--- config.mk ---
export PLATFORM = sky130hd
export DESIGN_NAME = axi_lite_master
export DESIGN_NICKNAME = d
export VERILOG_FILES = /design/src/rtl/axi_lite_pkg.sv /design/src/rtl/axi_lite_master.sv
export SDC_FILE = /design/constraint.sdc
export NUM_CORES = 1
export LEC_CHECK = 0
export BUFFER_PORTS_ARGS = -buffer_cell sky130_fd_sc_hd__buf_2
export CORE_MARGIN = 5
export CORE_UTILIZATION = 40
export DETAILED_ROUTE_END_ITERATION = 10
export PLACE_DENSITY = 0.87
export SLEW_MARGIN = 20
export SYNTH_ARGS = -nofsm -noshare
export SYNTH_HDL_FRONTEND = slang
export SYNTH_SLANG_ARGS = --single-unit
export TNS_END_PERCENT = 50
--- constraint.sdc ---
create_clock -name clk -period 2 [get_ports clk]
set_clock_uncertainty 0.1 [all_clocks]
set_input_delay 0.3 -clock clk [delete_from_list [all_inputs] [get_ports clk]]
set_output_delay 0.3 -clock clk [all_outputs]
set_load 0.02 [all_outputs]
--- src/rtl/axi_lite_pkg.sv ---
// Shared types for the AXI4-Lite master: controller states and response codes.
package axi_lite_pkg;

    typedef enum logic [2:0] {
        ST_IDLE = 3'd0,
        ST_AR   = 3'd1,
        ST_R    = 3'd2,
        ST_AW_W = 3'd3,
        ST_B    = 3'd4
    } state_t;

    localparam logic [1:0] RESP_OKAY = 2'b00;

    // Anything other than OKAY is reported to the core as an error.
    function automatic logic resp_is_err(input logic [1:0] resp);
        return resp != RESP_OKAY;
    endfunction

endpackage

--- src/rtl/axi_lite_master.sv ---
// Single-outstanding AXI4-Lite master: turns one core request into one AXI
// read or write transaction and returns a one-cycle completion pulse.
module axi_lite_master
    import axi_lite_pkg::*;
#(
    parameter logic [2:0] PROT   = 3'b000,
    parameter int         ADDR_W = 32
) (
    input  logic              clk,
    input  logic              rst,

    input  logic              req_valid,
    output logic              req_ready,
    input  logic              req_we,
    input  logic [ADDR_W-1:0] req_addr,
    input  logic [31:0]       req_wdata,
    input  logic [3:0]        req_wstrb,

    output logic              resp_valid,
    output logic [31:0]       resp_rdata,
    output logic              resp_err,

    output logic [ADDR_W-1:0] axi_araddr,
    output logic              axi_arvalid,
    input  logic              axi_arready,
    output logic [2:0]        axi_arprot,
    input  logic [31:0]       axi_rdata,
    input  logic [1:0]        axi_rresp,
    input  logic              axi_rvalid,
    output logic              axi_rready,

    output logic [ADDR_W-1:0] axi_awaddr,
    output logic              axi_awvalid,
    input  logic              axi_awready,
    output logic [2:0]        axi_awprot,
    output logic [31:0]       axi_wdata,
    output logic [3:0]        axi_wstrb,
    output logic              axi_wvalid,
    input  logic              axi_wready,
    input  logic [1:0]        axi_bresp,
    input  logic              axi_bvalid,
    output logic              axi_bready
);

    state_t            state_q, state_d;
    logic              aw_done_q, aw_done_d;
    logic              w_done_q, w_done_d;
    logic [ADDR_W-1:0] addr_q, addr_d;
    logic [31:0]       wdata_q, wdata_d;
    logic [3:0]        wstrb_q, wstrb_d;
    logic [31:0]       rdata_q, rdata_d;
    logic              resp_err_q, resp_err_d;
    logic              resp_valid_q, resp_valid_d;
    logic              aw_hs, w_hs;

    // Handshake strobes are decoded straight from state so every valid/ready
    // changes exactly one edge after the event that moves it.
    assign req_ready   = (state_q == ST_IDLE);
    assign axi_arvalid = (state_q == ST_AR);
    assign axi_rready  = (state_q == ST_R);
    assign axi_awvalid = (state_q == ST_AW_W) && !aw_done_q;
    assign axi_wvalid  = (state_q == ST_AW_W) && !w_done_q;
    assign axi_bready  = (state_q == ST_B);

    assign axi_araddr  = addr_q;
    assign axi_awaddr  = addr_q;
    assign axi_wdata   = wdata_q;
    assign axi_wstrb   = wstrb_q;
    assign axi_arprot  = PROT;
    assign axi_awprot  = PROT;

    assign resp_valid  = resp_valid_q;
    assign resp_rdata  = rdata_q;
    assign resp_err    = resp_err_q;

    assign aw_hs = axi_awvalid && axi_awready;
    assign w_hs  = axi_wvalid && axi_wready;

    always_comb begin
        state_d      = state_q;
        aw_done_d    = aw_done_q;
        w_done_d     = w_done_q;
        addr_d       = addr_q;
        wdata_d      = wdata_q;
        wstrb_d      = wstrb_q;
        rdata_d      = rdata_q;
        resp_err_d   = resp_err_q;
        resp_valid_d = 1'b0;

        unique case (state_q)
            ST_IDLE: begin
                if (req_valid) begin
                    addr_d  = req_addr;
                    wdata_d = req_wdata;
                    wstrb_d = req_wstrb;
                    state_d = req_we ? ST_AW_W : ST_AR;
                end
            end
            ST_AR: begin
                if (axi_arready) begin
                    state_d = ST_R;
                end
            end
            ST_R: begin
                if (axi_rvalid) begin
                    rdata_d      = axi_rdata;
                    resp_err_d   = resp_is_err(axi_rresp);
                    resp_valid_d = 1'b1;
                    state_d      = ST_IDLE;
                end
            end
            ST_AW_W: begin
                // Address and data channels complete independently, in either order.
                aw_done_d = aw_done_q || aw_hs;
                w_done_d  = w_done_q || w_hs;
                if (aw_done_d && w_done_d) begin
                    aw_done_d = 1'b0;
                    w_done_d  = 1'b0;
                    state_d   = ST_B;
                end
            end
            ST_B: begin
                if (axi_bvalid) begin
                    resp_err_d   = resp_is_err(axi_bresp);
                    resp_valid_d = 1'b1;
                    state_d      = ST_IDLE;
                end
            end
            default: begin
                state_d = ST_IDLE;
            end
        endcase
    end

    always_ff @(posedge clk) begin
        if (rst) begin
            state_q      <= ST_IDLE;
            aw_done_q    <= 1'b0;
            w_done_q     <= 1'b0;
            addr_q       <= '0;
            wdata_q      <= '0;
            wstrb_q      <= '0;
            rdata_q      <= '0;
            resp_err_q   <= 1'b0;
            resp_valid_q <= 1'b0;
        end else begin
            state_q      <= state_d;
            aw_done_q    <= aw_done_d;
            w_done_q     <= w_done_d;
            addr_q       <= addr_d;
            wdata_q      <= wdata_d;
            wstrb_q      <= wstrb_d;
            rdata_q      <= rdata_d;
            resp_err_q   <= resp_err_d;
            resp_valid_q <= resp_valid_d;
        end
    end

endmodule

==> results summary <==
The placed wire-length estimate after detailed placement came out at 8720 um. The worst-margin pin slew is 0.537 ns. Post-CTS timing repair inserted 0 buffers for setup.

The share of total power in combinational logic is 23.0%. The wire length of the first global-routing pass is 18200 um. The max-slew headroom at the worst pin came out at 63.3%. In this run the cell area measured after placement is 5260 um^2.

In the final timing run, aggregate negative setup slack is 0 ns. The clock insertion delay at the later pin of the skew report is 0.35 ns. The mux share of post-synthesis cell area is 0%.

The initial standard-cell utilization of the core came out at 40.6%. The area of the die came out at 12500 um^2. The worst hold path belongs to the class in -> reg. Entering global routing, the biggest net connects 70 pins. The die is 112 um wide.

The switching power as a share of total power is 32.8%. Using the TritonRoute via totals, the vias-per-cell ratio works out to 4.67. The first-pass detailed-route iteration total is 4. Summing the areas of all fa, ha and maj instances in the mapped netlist gives 0% of the synthesized area. The maximum level of the CTS H-tree came out at 3. The sequential cell fraction of total power is 48.6%.

The number of synthesized register bits came out at 107. In the synthesized netlist the dominant register cell turns out to be sky130_fd_sc_hd__dfxtp_1. The number of port buffers is 252. The final max-slew violation count is 0. VDD sags by at most 381 uV. The async set or reset register ratio after synthesis came out at 0%. The synthesized netlist devotes 0% of its cell area to XOR and XNOR gates. The power per unit of standard cell area came out at 891 nW/um^2. In this run the remaining antenna-violating nets after routing total 0. The number of hold buffers added after cts is 0. The netlist area before placement came out at 4150 um^2.

The final wirelength is 11700 um. The clock tree from TritonCTS is done. The synthesized area per cell is 7.88 um^2. Based on the critical path, the design can be clocked at up to 0.527 GHz. The classification of the worst setup path is reg -> out. The global placer's final weighted congestion came out at 0.766. The share of the clock period used by the worst path is 94.9%.

The fraction of layout cells with a size suffix above 1 is 38.6%. The sequential fraction of the synthesis area came out at 51.6%. The clock network power share came out at 28.4%.

The data required time of the critical path is 1.60 ns. The floorplan step defined a core boundary enclosing 10200 um^2. In this run the clock root is driven by a sky130_fd_sc_hd__clkbuf_8. The top fanout value on the critical path came out at 12.

The top cell types in the final layout, fill and taps aside, are sky130_fd_sc_hd__buf_2 (250), sky130_fd_sc_hd__nand2_1 (200), sky130_fd_sc_hd__dfxtp_1 (106). STA classifies the critical path endpoint as an output port. The critical path data arrival time came out at 1.50 ns.

The time the worst path needs with I/O delays and setup is 1.90 ns. Synthesis produced a netlist whose cell count is 527. The cell seen most often among critical-path stages is sky130_fd_sc_hd__buf_4. Counting flops with a built-in enable in the synthesized netlist gives 0.

259 I/O pins were placed. The via count came out at 4065. The utilization of the core after routing is 53.6%. The final layout contains 842 nets. The y dimension of the die came out at 112 um. The longest individual stage delay on the worst path came out at 0.42 ns.

The DRC violation count after routing is 0. The number of antenna violations at the first check in global routing is 0. The number of cell rows came out at 37. Walking the worst path, the cells encountered are buf_4, or3b_4, inv_1, buf_4. The via count of the first global-routing pass came out at 3697. The register clock-pin slew on the reported worst setup and hold paths came out at 0.11 ns. The number of buffers between clock root and the deepest sink came out at 2. The hold violation count in the final report was 0. The number of fillers in the final layout came out at 1007.

The internal cell power came out at 3.29 mW. Summing the areas of all and, or, nand and nor instances in the mapped netlist gives 23.2% of the synthesized area. The design area came out at 5480 um^2. Summed over all layers, the global routing overflow is 0.

In the final routed layout, each cell accounts on average for 13.4 um. For this design, the slowest cell found on the critical path is sky130_fd_sc_hd__or3b_4. The initial detailed-routing violation count came out at 257.

By area, the combinational part of the netlist is dominated by simple AND/OR/NAND/NOR gates. Leaving out fill and tap cells, the most frequent cell in the layout is sky130_fd_sc_hd__buf_2. Across all register-to-register paths, the minimum setup slack is 0.25 ns. Counting the buffers created by CTS gives 9. The leakage power is 2.69 nW.

Setup repair after global routing left no endpoint under its margin. Global routing consumed, over all layers together, 17.6% of the routing resources. The worst setup path is launched from a register.

The final setup violation count is 0. The switching component of the power is 1.60 mW. The fraction of the mapped netlist area in compound gates is 13.7%. The clock net in this run drives a total of 107 sinks.

The number of violations of the max-capacitance limit is 0. Gates resized during post-CTS repair numbered 1. The distinct cell type count of the synthesized netlist is 28.

The flow ran to the end, and the final reports show no timing, DRC or antenna violations. The growth of design area from synthesis to finish is 32.0%. The synthesis warning total is 0.
==> registers in the layout, indices dropped and copies added (netlist names) <==
| signal | flops |
|---|---|
| resp_rdata | 32 |
| w_done_q | 1 |
| axi_wstrb | 4 |
| axi_wdata | 32 |
| axi_araddr | 32 |
| resp_err | 1 |
| resp_valid | 1 |
| state_q | 3 |
| aw_done_q | 1 |
==> per-stage QoR <==
step                power (mW)  worst slack, ns  std cells  hold WS, ns
finish                    4.89            0.102        871       0.0605
floorplan                 3.20            0.457        532        0.336
global placement          3.54            0.298        854        0.338
global route              5.15          0.00529        870       0.0217
CTS                       4.94           0.0131        870       0.0347
detailed placement        3.56            0.254        854        0.343
==> cell type report <==
type | count | area, um^2 | share of cell area (%)
clock buffer | 9 | 124 | 2.26
timing repair buffer | 262 | 1380 | 25.2
multi-input combinational | 347 | 1570 | 28.6
sequential | 107 | 2140 | 39.1
clock inverter | 7 | 82.6 | 1.51
inverter | 2 | 7.51 | 0.137
tap | 136 | 170 | 3.10
antenna | 1 | 2.50 | 0.0456
==> synthesized netlist by cell type (2+ instances only) <==
cell / count / area (um^2)
sky130_fd_sc_hd__buf_4: 42 / 315
sky130_fd_sc_hd__dfxtp_1: 107 / 2140
sky130_fd_sc_hd__nor4bb_1: 2 / 20.0
sky130_fd_sc_hd__inv_1: 2 / 7.51
sky130_fd_sc_hd__nand3b_1: 2 / 15.0
sky130_fd_sc_hd__nand2_1: 200 / 751
sky130_fd_sc_hd__buf_6: 2 / 22.5
sky130_fd_sc_hd__a21oi_1: 103 / 515
sky130_fd_sc_hd__clkbuf_1: 22 / 82.6
sky130_fd_sc_hd__or4b_1: 2 / 20.0
sky130_fd_sc_hd__buf_2: 10 / 50.1
sky130_fd_sc_hd__nor3_1: 6 / 30.0
sky130_fd_sc_hd__nor2_1: 12 / 45.0
==> power by group through the flow <==
stage	combinational [mW]	sequential (mW)	clock, mW
2_1_floorplan	0.590	2.61	0
3_3_place_gp	1.12	2.42	0
4_1_cts	1.14	2.38	1.43
3_5_place_dp	1.14	2.43	0
5_1_grt	1.23	2.40	1.52
6_report	1.12	2.38	1.39
==> worst max-delay path: cells and delay by family (launching register included) <==
| kind | cells | cell delay (ns) |
|---|---|---|
| buffers and inverters | 3 | 0.40 |
| DFF | 1 | 0.33 |
| and+or+nand+nor | 1 | 0.42 |
==> worst paths after layout <==
path,depth (start not counted),end,startpoint
max reg2reg,4,axi_wstrb[2]$_SDFFE_PP0P_,state_q[2]$_SDFFE_PP0P_
min,3,axi_araddr[11]$_SDFFE_PP0P_,req_addr[11]
min reg2reg,2,resp_rdata[23]$_SDFFE_PP0P_,resp_rdata[23]$_SDFFE_PP0P_
max,4,axi_bready,state_q[1]$_SDFFE_PP0P_
==> logic make-up (layout without fill, tap and decap cells) <==
family	Yosys count	count (layout)
other	1	7
flip-flops	107	107
buffers and inverters	78	280
AND/OR/NAND/NOR	232	232
AO/OA/AOI/OAI	109	109
==> metal layers <==
layer  wire length (um)  vias up  track usage (%)
met3               1200       14             6.90
met1               4470     1809             19.6
li1                   -     2064                -
met2               5890      178             31.5
met4                154        0             4.30
met5                  0        -                0
No activity file was read; power rests on OpenSTA's default activity.
